`src/rtl/dmarb_pkg.sv`:
```
// Shared definitions for the data memory arbiter: FSM state encoding and requester ids.
package dmarb_pkg;

  typedef logic [1:0] dmarb_state_t;

  localparam dmarb_state_t ST_IDLE   = 2'd0;
  localparam dmarb_state_t ST_ACCESS = 2'd1;
  localparam dmarb_state_t ST_RESP   = 2'd2;

  localparam logic PORT0 = 1'b0;
  localparam logic PORT1 = 1'b1;

  function automatic logic is_misaligned(input logic [1:0] addr_lsb);
    return addr_lsb != 2'b00;
  endfunction

endpackage

```
`src/rtl/dmarb_select.sv`:
```
// Winner selection between the two requesters; round-robin pointer only when
// DMARB_ROUND_ROBIN_EN is defined, otherwise port 0 has fixed priority.
module dmarb_select
  import dmarb_pkg::*;
(
  input  logic clk,
  input  logic rst_n,
  input  logic req0,
  input  logic req1,
  input  logic grant_fire,
  output logic winner,
  output logic any_req
);

  assign any_req = req0 | req1;

`ifdef DMARB_ROUND_ROBIN_EN
  // ptr_q names the port that wins the next tie.
  logic ptr_q;

  always_ff @(posedge clk) begin
    if (!rst_n) begin
      ptr_q <= PORT0;
    end else if (grant_fire) begin
      ptr_q <= (winner == PORT0) ? PORT1 : PORT0;
    end
  end

  always_comb begin
    winner = PORT0;
    if (req0 && req1) begin
      winner = ptr_q;
    end else if (req1) begin
      winner = PORT1;
    end
  end
`else
  logic unused_sel;
  assign unused_sel = ^{clk, rst_n, grant_fire};

  always_comb begin
    winner = PORT0;
    if (!req0 && req1) begin
      winner = PORT1;
    end
  end
`endif

endmodule

```
`src/rtl/data_mem_arbiter.sv`:
```
// Two-port arbiter in front of a single-port data memory, one transaction in flight.
// Optional macro DMARB_ROUND_ROBIN_EN selects round-robin instead of fixed port-0 priority.
//
// state     | meaning
// ST_IDLE   | waiting for a request; grant pulses here
// ST_ACCESS | memory strobe for the latched command, read data captured
// ST_RESP   | rvalid pulse to the winning port
module data_mem_arbiter
  import dmarb_pkg::*;
#(
  parameter int ADDR_W = 9,
  parameter int DATA_W = 32
) (
  input  logic              clk,
  input  logic              rst_n,
  input  logic              req0,
  input  logic              req1,
  input  logic              we0,
  input  logic              we1,
  input  logic [ADDR_W-1:0] addr0,
  input  logic [ADDR_W-1:0] addr1,
  input  logic [DATA_W-1:0] wdata0,
  input  logic [DATA_W-1:0] wdata1,
  output logic              gnt0,
  output logic              gnt1,
  output logic              rvalid0,
  output logic              rvalid1,
  output logic [DATA_W-1:0] rdata0,
  output logic [DATA_W-1:0] rdata1,
  output logic              MemRead,
  output logic              MemWrite,
  output logic [ADDR_W-1:0] mem_addr,
  output logic [DATA_W-1:0] mem_wdata,
  input  logic [DATA_W-1:0] mem_rdata,
  output logic              misalign_err
);

  dmarb_state_t      state_q;
  logic              win_q;
  logic              we_q;
  logic [ADDR_W-1:0] addr_q;
  logic [DATA_W-1:0] wdata_q;

  logic winner;
  logic any_req;
  logic grant_fire;
  logic in_access;
  logic mis_q;

  dmarb_select u_select (
    .clk        (clk),
    .rst_n      (rst_n),
    .req0       (req0),
    .req1       (req1),
    .grant_fire (grant_fire),
    .winner     (winner),
    .any_req    (any_req)
  );

  // Gate with rst_n so no grant is advertised while reset holds the FSM.
  assign grant_fire = (state_q == ST_IDLE) && any_req && rst_n;
  assign gnt0       = grant_fire && (winner == PORT0);
  assign gnt1       = grant_fire && (winner == PORT1);

  assign in_access = (state_q == ST_ACCESS);
  assign mis_q     = is_misaligned(addr_q[1:0]);
  assign MemRead   = in_access && !we_q;
  assign MemWrite  = in_access && we_q && !mis_q;
  assign mem_addr  = addr_q;
  assign mem_wdata = wdata_q;

  assign rvalid0 = (state_q == ST_RESP) && (win_q == PORT0);
  assign rvalid1 = (state_q == ST_RESP) && (win_q == PORT1);

  always_ff @(posedge clk) begin
    if (!rst_n) begin
      state_q      <= ST_IDLE;
      win_q        <= PORT0;
      we_q         <= 1'b0;
      addr_q       <= '0;
      wdata_q      <= '0;
      rdata0       <= '0;
      rdata1       <= '0;
      misalign_err <= 1'b0;
    end else begin
      case (state_q)
        ST_IDLE: begin
          if (grant_fire) begin
            win_q   <= winner;
            we_q    <= (winner == PORT0) ? we0 : we1;
            addr_q  <= (winner == PORT0) ? addr0 : addr1;
            wdata_q <= (winner == PORT0) ? wdata0 : wdata1;
            state_q <= ST_ACCESS;
          end
        end
        ST_ACCESS: begin
          if (!we_q) begin
            if (win_q == PORT0) begin
              rdata0 <= mis_q ? '0 : mem_rdata;
            end else begin
              rdata1 <= mis_q ? '0 : mem_rdata;
            end
          end
          if (mis_q) begin
            misalign_err <= 1'b1;
          end
          state_q <= ST_RESP;
        end
        ST_RESP: begin
          state_q <= ST_IDLE;
        end
        default: begin
          state_q <= ST_IDLE;
        end
      endcase
    end
  end

endmodule

```
`config.mk`:
```
export PLATFORM = sky130hd
export DESIGN_NAME = data_mem_arbiter
export DESIGN_NICKNAME = d
export VERILOG_FILES = /design/src/rtl/dmarb_pkg.sv /design/src/rtl/dmarb_select.sv /design/src/rtl/data_mem_arbiter.sv
export SDC_FILE = /design/constraint.sdc
export NUM_CORES = 1
export LEC_CHECK = 0
export CORE_MARGIN = 2
export CORE_UTILIZATION = 36
export CTS_CLUSTER_SIZE = 12
export DETAILED_ROUTE_END_ITERATION = 10
export PLACE_DENSITY = 0.77
export SYNTH_ARGS = -nofsm -noshare
export SYNTH_HDL_FRONTEND = slang
export SYNTH_SLANG_ARGS = --single-unit
```
`constraint.sdc`:
```
create_clock -name clk -period 1.7 [get_ports clk]
set_clock_uncertainty 0.15 [all_clocks]
set_input_delay 0.34 -clock clk [delete_from_list [all_inputs] [get_ports clk]]
set_output_delay 0.34 -clock clk [all_outputs]
set_load 0.05 [all_outputs]
```
==> impl_metrics.yaml <==
timing:
  setup_ws_ps: -220
  finalHoldViolations: 0
  fin_crit_sh: 1.13
  slew_violations: 0
  slew_headroom: 0.681
  setup_violations: 49
  worst_slew_pin_slew_ps: 479
  post-route-min-period_ps: 1920
  final.setup.tns_ps: -7280
  max_freq_mhz: 521
  rsz0062_at_grt: "yes"
routing:
  drt_iter0_markers: 366
  wire_per_inst_um: 18.9
  dr.pass1.iters: 4
  postRouteAntennaNets: 0
  via_count: 4711
  finalWirelength_um: 16600
  drc: 0
  via_per_inst: 5.36
synth:
  ys_types: 24
  syn-num-nets: 621
  synth_common_cells: "dfxtp_1, o21ai_0, nand2_1, nand3_1"
  synthSimpleGateAreaFrac: 0.157
  synth_edf_count: 0
  synth.area.top_cells: "dfxtp_1, mux2i_1, o21ai_0"
  async_flop_share: 0
  seq_area_frac_synth: 0.498
  synth_top_family_by_area: "compound AO/OA/AOI/OAI gates"
  synth-seq-cells: 110
  synthAdderAreaFrac: 0
  syn_avg_cell_area_um2: 8.83
  synth_top_area_cell: "dfxtp_1"
  syn_area_um2: 4430
  synth_top_area_frac: 0.498
  muxShareOfSynthArea: 0.0950
  synth_xor_area_frac: 0
  synth_compound_area_frac: 0.194
  synth.most_common_cell: "dfxtp_1"
  synth.yosys.warnings: 0
  syn_inst: 501
  synth-main-ff-cell: "dfxtp_1"
setup_path:
  crit_fanout: 7
  cp-end-kind: "flip-flop"
  r2r-end: "mem_wdata[3]$_SDFFE_PN0P_"
  arrival_ps: 2050
  cp_cell_sequence: "or3b_4 > buf_4 > buf_6 > or2_4 > clkbuf_16 > o21ai_1"
  cp_top_family: "simple AND/OR/NAND/NOR gates"
  path_buf_inv: 3
  cp-start-kind: "flip-flop"
  reg2reg_from: "state_q[1]$_SDFFE_PN0P_"
  worstSetupPathType: "flip-flop to flip-flop"
  required_ps: 1830
  slowest_stage: "or3b_4"
  r2r_cells: 6
  regToRegSetupSlack_ps: -220
  cp_slowest_stage_delay_ps: 430
floorplanning:
  start_util: 0.368
  io_pins: 232
  die_w_um: 115
  die-area_um2: 13200
  fp.dieH_um: 115
  core_area_um2: 12000
  rows: 40
power_and_ir_drop:
  leakagePower_uw: 0.00344
  ir_drop_mv: 0.555
  total_power_uw: 7580
  p_per_area_nw_per_um2: 863
finish:
  final_cells: 879
  drive_gt1_frac: 0.296
  final_nets: 847
  area_growth_pct: 98.5
  n_fill_cell: 727
  antenna_cells: 0
cts:
  cts_made_buffers: 9
  cts_max_level: 3
  clkSinkCount: 110
  cts.path.max_buffers: 2
  root_buffer: "clkbuf_16"
  insertion_delay_ps: 360
  cts_tree: "built"
  clkTransAtPathRegs_ps: 70
grt:
  antenna_found_initial: 0
  grt_max_degree: 65
  grt_pass1_wl_um: 23900
  overflow: 0
  grtUsageTotal: 0.230
  grt_pass1_vias: 4846
status:
  status: "finished with violations"
  violations: "setup timing"
min_path:
  min_to: "rdata0[5]$_SDFFE_PN0P_"
  hold_start: "rdata0[5]$_SDFFE_PN0P_"
  hp-class: "flip-flop to flip-flop"
  holdPathStages: 2
run:
  max-cap-violations: 0
place:
  gp_congestion: 0.829
  dp_hpwl_um: 11200
  placedCellCount: 853
  io_buffers: 231
==> cell usage in the layout (no fill, tap or decap), types with 18 or more instances in the layout <==
master and count:
dfxtp_1 106, nand3_1 64, clkdlybuf4s50_1 118, mux2i_1 42, buf_4 18, o21ai_2 37
o211ai_1 42, o21ai_0 64, buf_12 121, nand2_1 64
==> cell type report <==
class | count | area [um2] | share of cell area
clock inverters | 3 | 67.6 | 0.00769
flip-flops and latches | 110 | 2210 | 0.251
inverters | 1 | 3.75 | 0.000427
clock buffers | 13 | 250 | 0.0285
well taps | 147 | 184 | 0.0209
repair buffers | 267 | 3880 | 0.441
multi-input cells | 338 | 2200 | 0.250
==> worst reg2reg max path, stage by stage (launching register included) <==
cell,delay [ps]
dfxtp_2,330
or3b_4,430
buf_4,150
buf_6,120
or2_4,310
clkbuf_16,190
o21ai_1,160
==> power by group <==
group	internal [uW]	switching, uW	total, uW
clock network	1340	956	2290
logic	1160	1170	2340
registers	2750	205	2950
==> sequential cells by signal, indices dropped and copies added, names as in the netlist <==
signal / flops
mem_wdata: 32
misalign_err: 1
mem_addr: 9
rdata1: 32
we_q: 1
rdata0: 32
win_q: 1
state_q: 2
==> per-stage QoR <==
| step | worst slack, ps | area (um2) | hold WS [ps] | utilization |
|---|---|---|---|---|
| finish | -220 | 8790 | 342 | 0.731 |
| detailed placement | -223 | 8110 | 340 | 0.675 |
| global placement | -116 | 8110 | 335 | 0.675 |
| floorplan | -369 | 4430 | 320 | - |
| global route | -230 | 8790 | 368 | 0.731 |
| CTS | -189 | 8530 | 348 | 0.710 |
==> routing by layer <==
metal / up-vias / part of all wire / global-route usage
li1: 2244 / - / -
met1: 2231 / 0.36 / 0.248
met2: 207 / 0.52 / 0.408
met3: 29 / 0.099 / 0.0875
met4: 0 / 0.025 / 0.0916
met5: - / 0 / 0
==> how the worst max path moves through the flow <==
stage / startpoint / end / slack [ps] / cells past startpoint
floorplan: state_q[1]$_SDFFE_PN0P_ / rvalid0 / -370 / 2
global placement: req0 / mem_wdata[2]$_SDFFE_PN0P_ / -120 / 6
detailed placement: req0 / mem_addr[7]$_SDFFE_PN0P_ / -220 / 6
CTS: state_q[1]$_SDFFE_PN0P_ / gnt1 / -190 / 3
global route: state_q[1]$_SDFFE_PN0P_ / mem_wdata[12]$_SDFFE_PN0P_ / -230 / 6
finish: state_q[1]$_SDFFE_PN0P_ / mem_wdata[3]$_SDFFE_PN0P_ / -220 / 6
==> cells by family after synthesis <==
group	Yosys count
compound gates	150
buf+inv	53
flops	110
mux	42
simple gates	146
==> what timing repair did <==
item                                    4_1_cts  5_1_grt
resized for setup                            23       49
pin swaps                                     3       10
cloned                                        1        4
hold buffers                                  0        0
endpoints found under the setup margin        9       48
buffers inserted                              2        3
(Power assumes the default switching activity.)
==> variant, RTL diff (same settings) <==
Put one more register stage on the output `misalign_err`, cleared by the reset. The value now appears one clock later. The other outputs are not delayed to match.
--- a/src/rtl/data_mem_arbiter.sv
+++ b/src/rtl/data_mem_arbiter.sv
@@ -35,4 +35,6 @@
   output logic              misalign_err
 );
+
+  logic misalign_err_s0;
 
   dmarb_state_t      state_q;
@@ -82,5 +84,5 @@
       rdata0       <= '0;
       rdata1       <= '0;
-      misalign_err <= 1'b0;
+      misalign_err_s0 <= 1'b0;
     end else begin
       case (state_q)
@@ -103,5 +105,5 @@
           end
           if (mis_q) begin
-            misalign_err <= 1'b1;
+            misalign_err_s0 <= 1'b1;
           end
           state_q <= ST_RESP;
@@ -117,4 +119,12 @@
   end
 
+  always_ff @(posedge clk) begin
+    if (!rst_n) begin
+      misalign_err <= '0;
+    end else begin
+      misalign_err <= misalign_err_s0;
+    end
+  end
+
 endmodule
 
Formal check against the unedited RTL: not equivalent (a bounded check fails within 4 cycles, from zero or initial values and one cycle with rst_n low).
==> variant against the unedited design <==
The flow still finishes with violations (negative setup slack). Register-to-register slack better by 0.13 ns. Total power is 6.9% lower. Cell count is 1.0% lower. Utilization is 2.3 points lower. Critical path type is now flop to primary output. Global-route usage is 0.24 points lower. Synthesized cell count is 0.40% higher. Routed wire length is 7.2% lower. Critical path depth is 3 lower. Clock power is 18% lower. Worst setup slack better by 0.067 ns. Sequential cell count is 1 higher. Synthesized area hardly changed. Sequential power hardly changed. Final area is 3.1% lower.
==> variant: results (changes against the unedited design) <==
route:
  wl_met1_um: 5750  # was 5920 um
  drt_iter0_drc: 309  # was 366
  vias: 4649  # was 4711
  dr.pass1.iters: 5  # was 4
  wl_met2_um: 7750  # was 8590 um
  wl_met3_um: 1430  # was 1650 um
  wl_per_cell_um: 17.7  # was 18.9 um
placement:
  placed_area_mm2: 0.00809  # was 0.00811 mm2
  dp_cells: 851  # was 853
  hpwl_um: 10900  # was 11200 um
  dp_worst_setup_slack_ns: -0.134  # was -0.223 ns
cts:
  cts_setup_buffers: 1  # was 2
  cts.repair.resized: 24  # was 23
  clock_latency_ns: 0.34  # was 0.36 ns
pwr:
  sw_frac_of_total_pct: 31.3  # was 30.8%
  p_total_mw: 7.06  # was 7.58 mW
  ir_drop_mv: 0.579  # was 0.555 mV
sta:
  setup_viol: 48  # was 49
  relSlewSlack_pct: 73.1  # was 68.1%
  setup_ws_ns: -0.153  # was -0.220 ns
worst_setup_path:
  worstPathMaxFanout: 2  # was 7
  crit_arrival_ns: 1.36  # was 2.05 ns
  reg2reg_from: "state_q[0]"  # was state_q[1]
synthesis:
  avgSynthCellArea_um2: 8.80  # was 8.83 um2
global_routing:
  global_route.usage.met3_pct: 7.75  # was 8.75%
  grt_pass1_vias: 4730  # was 4846
  grtUsageMet2_pct: 39.9  # was 40.8%
outcome:
  violations: "negative setup slack"  # unchanged
  status: "finished with violations"  # unchanged
==> variant: cell types whose count changed in the layout (fill, tap and decap cells not counted), sizes merged, moves of 2 or more <==
cell / change
clkinv: +2
buf: -9
bufinv: -2
nor3b: -2
nor2b: +2
clkbuf: -2
==> variant: cells by family (layout without fill, tap and decap cells) <==
group / Yosys count / in the layout
AOI/OAI and AO/OA: 150 / 150
DFF: 111 / 111
and+or+nand+nor: 147 / 147
muxes: 42 / 42
buffers and inverters: 53 / 273
==> variant: area by class of cell <==
type | count | area share, %
timing repair buffer | 257 | 44.1
sequential | 111 | 26.1
multi-input combinational | 339 | 24.6
clock buffer | 12 | 2.78
tap | 147 | 2.16
clock inverter | 2 | 0.118
inverter | 2 | 0.0882
==> variant: final timing paths <==
kind	depth (start not counted)	slack [ns]	to
max	3	-0.15	gnt1
min	1	0.31	misalign_err
max reg2reg	5	-0.09	mem_wdata[13]
min reg2reg	1	0.31	misalign_err
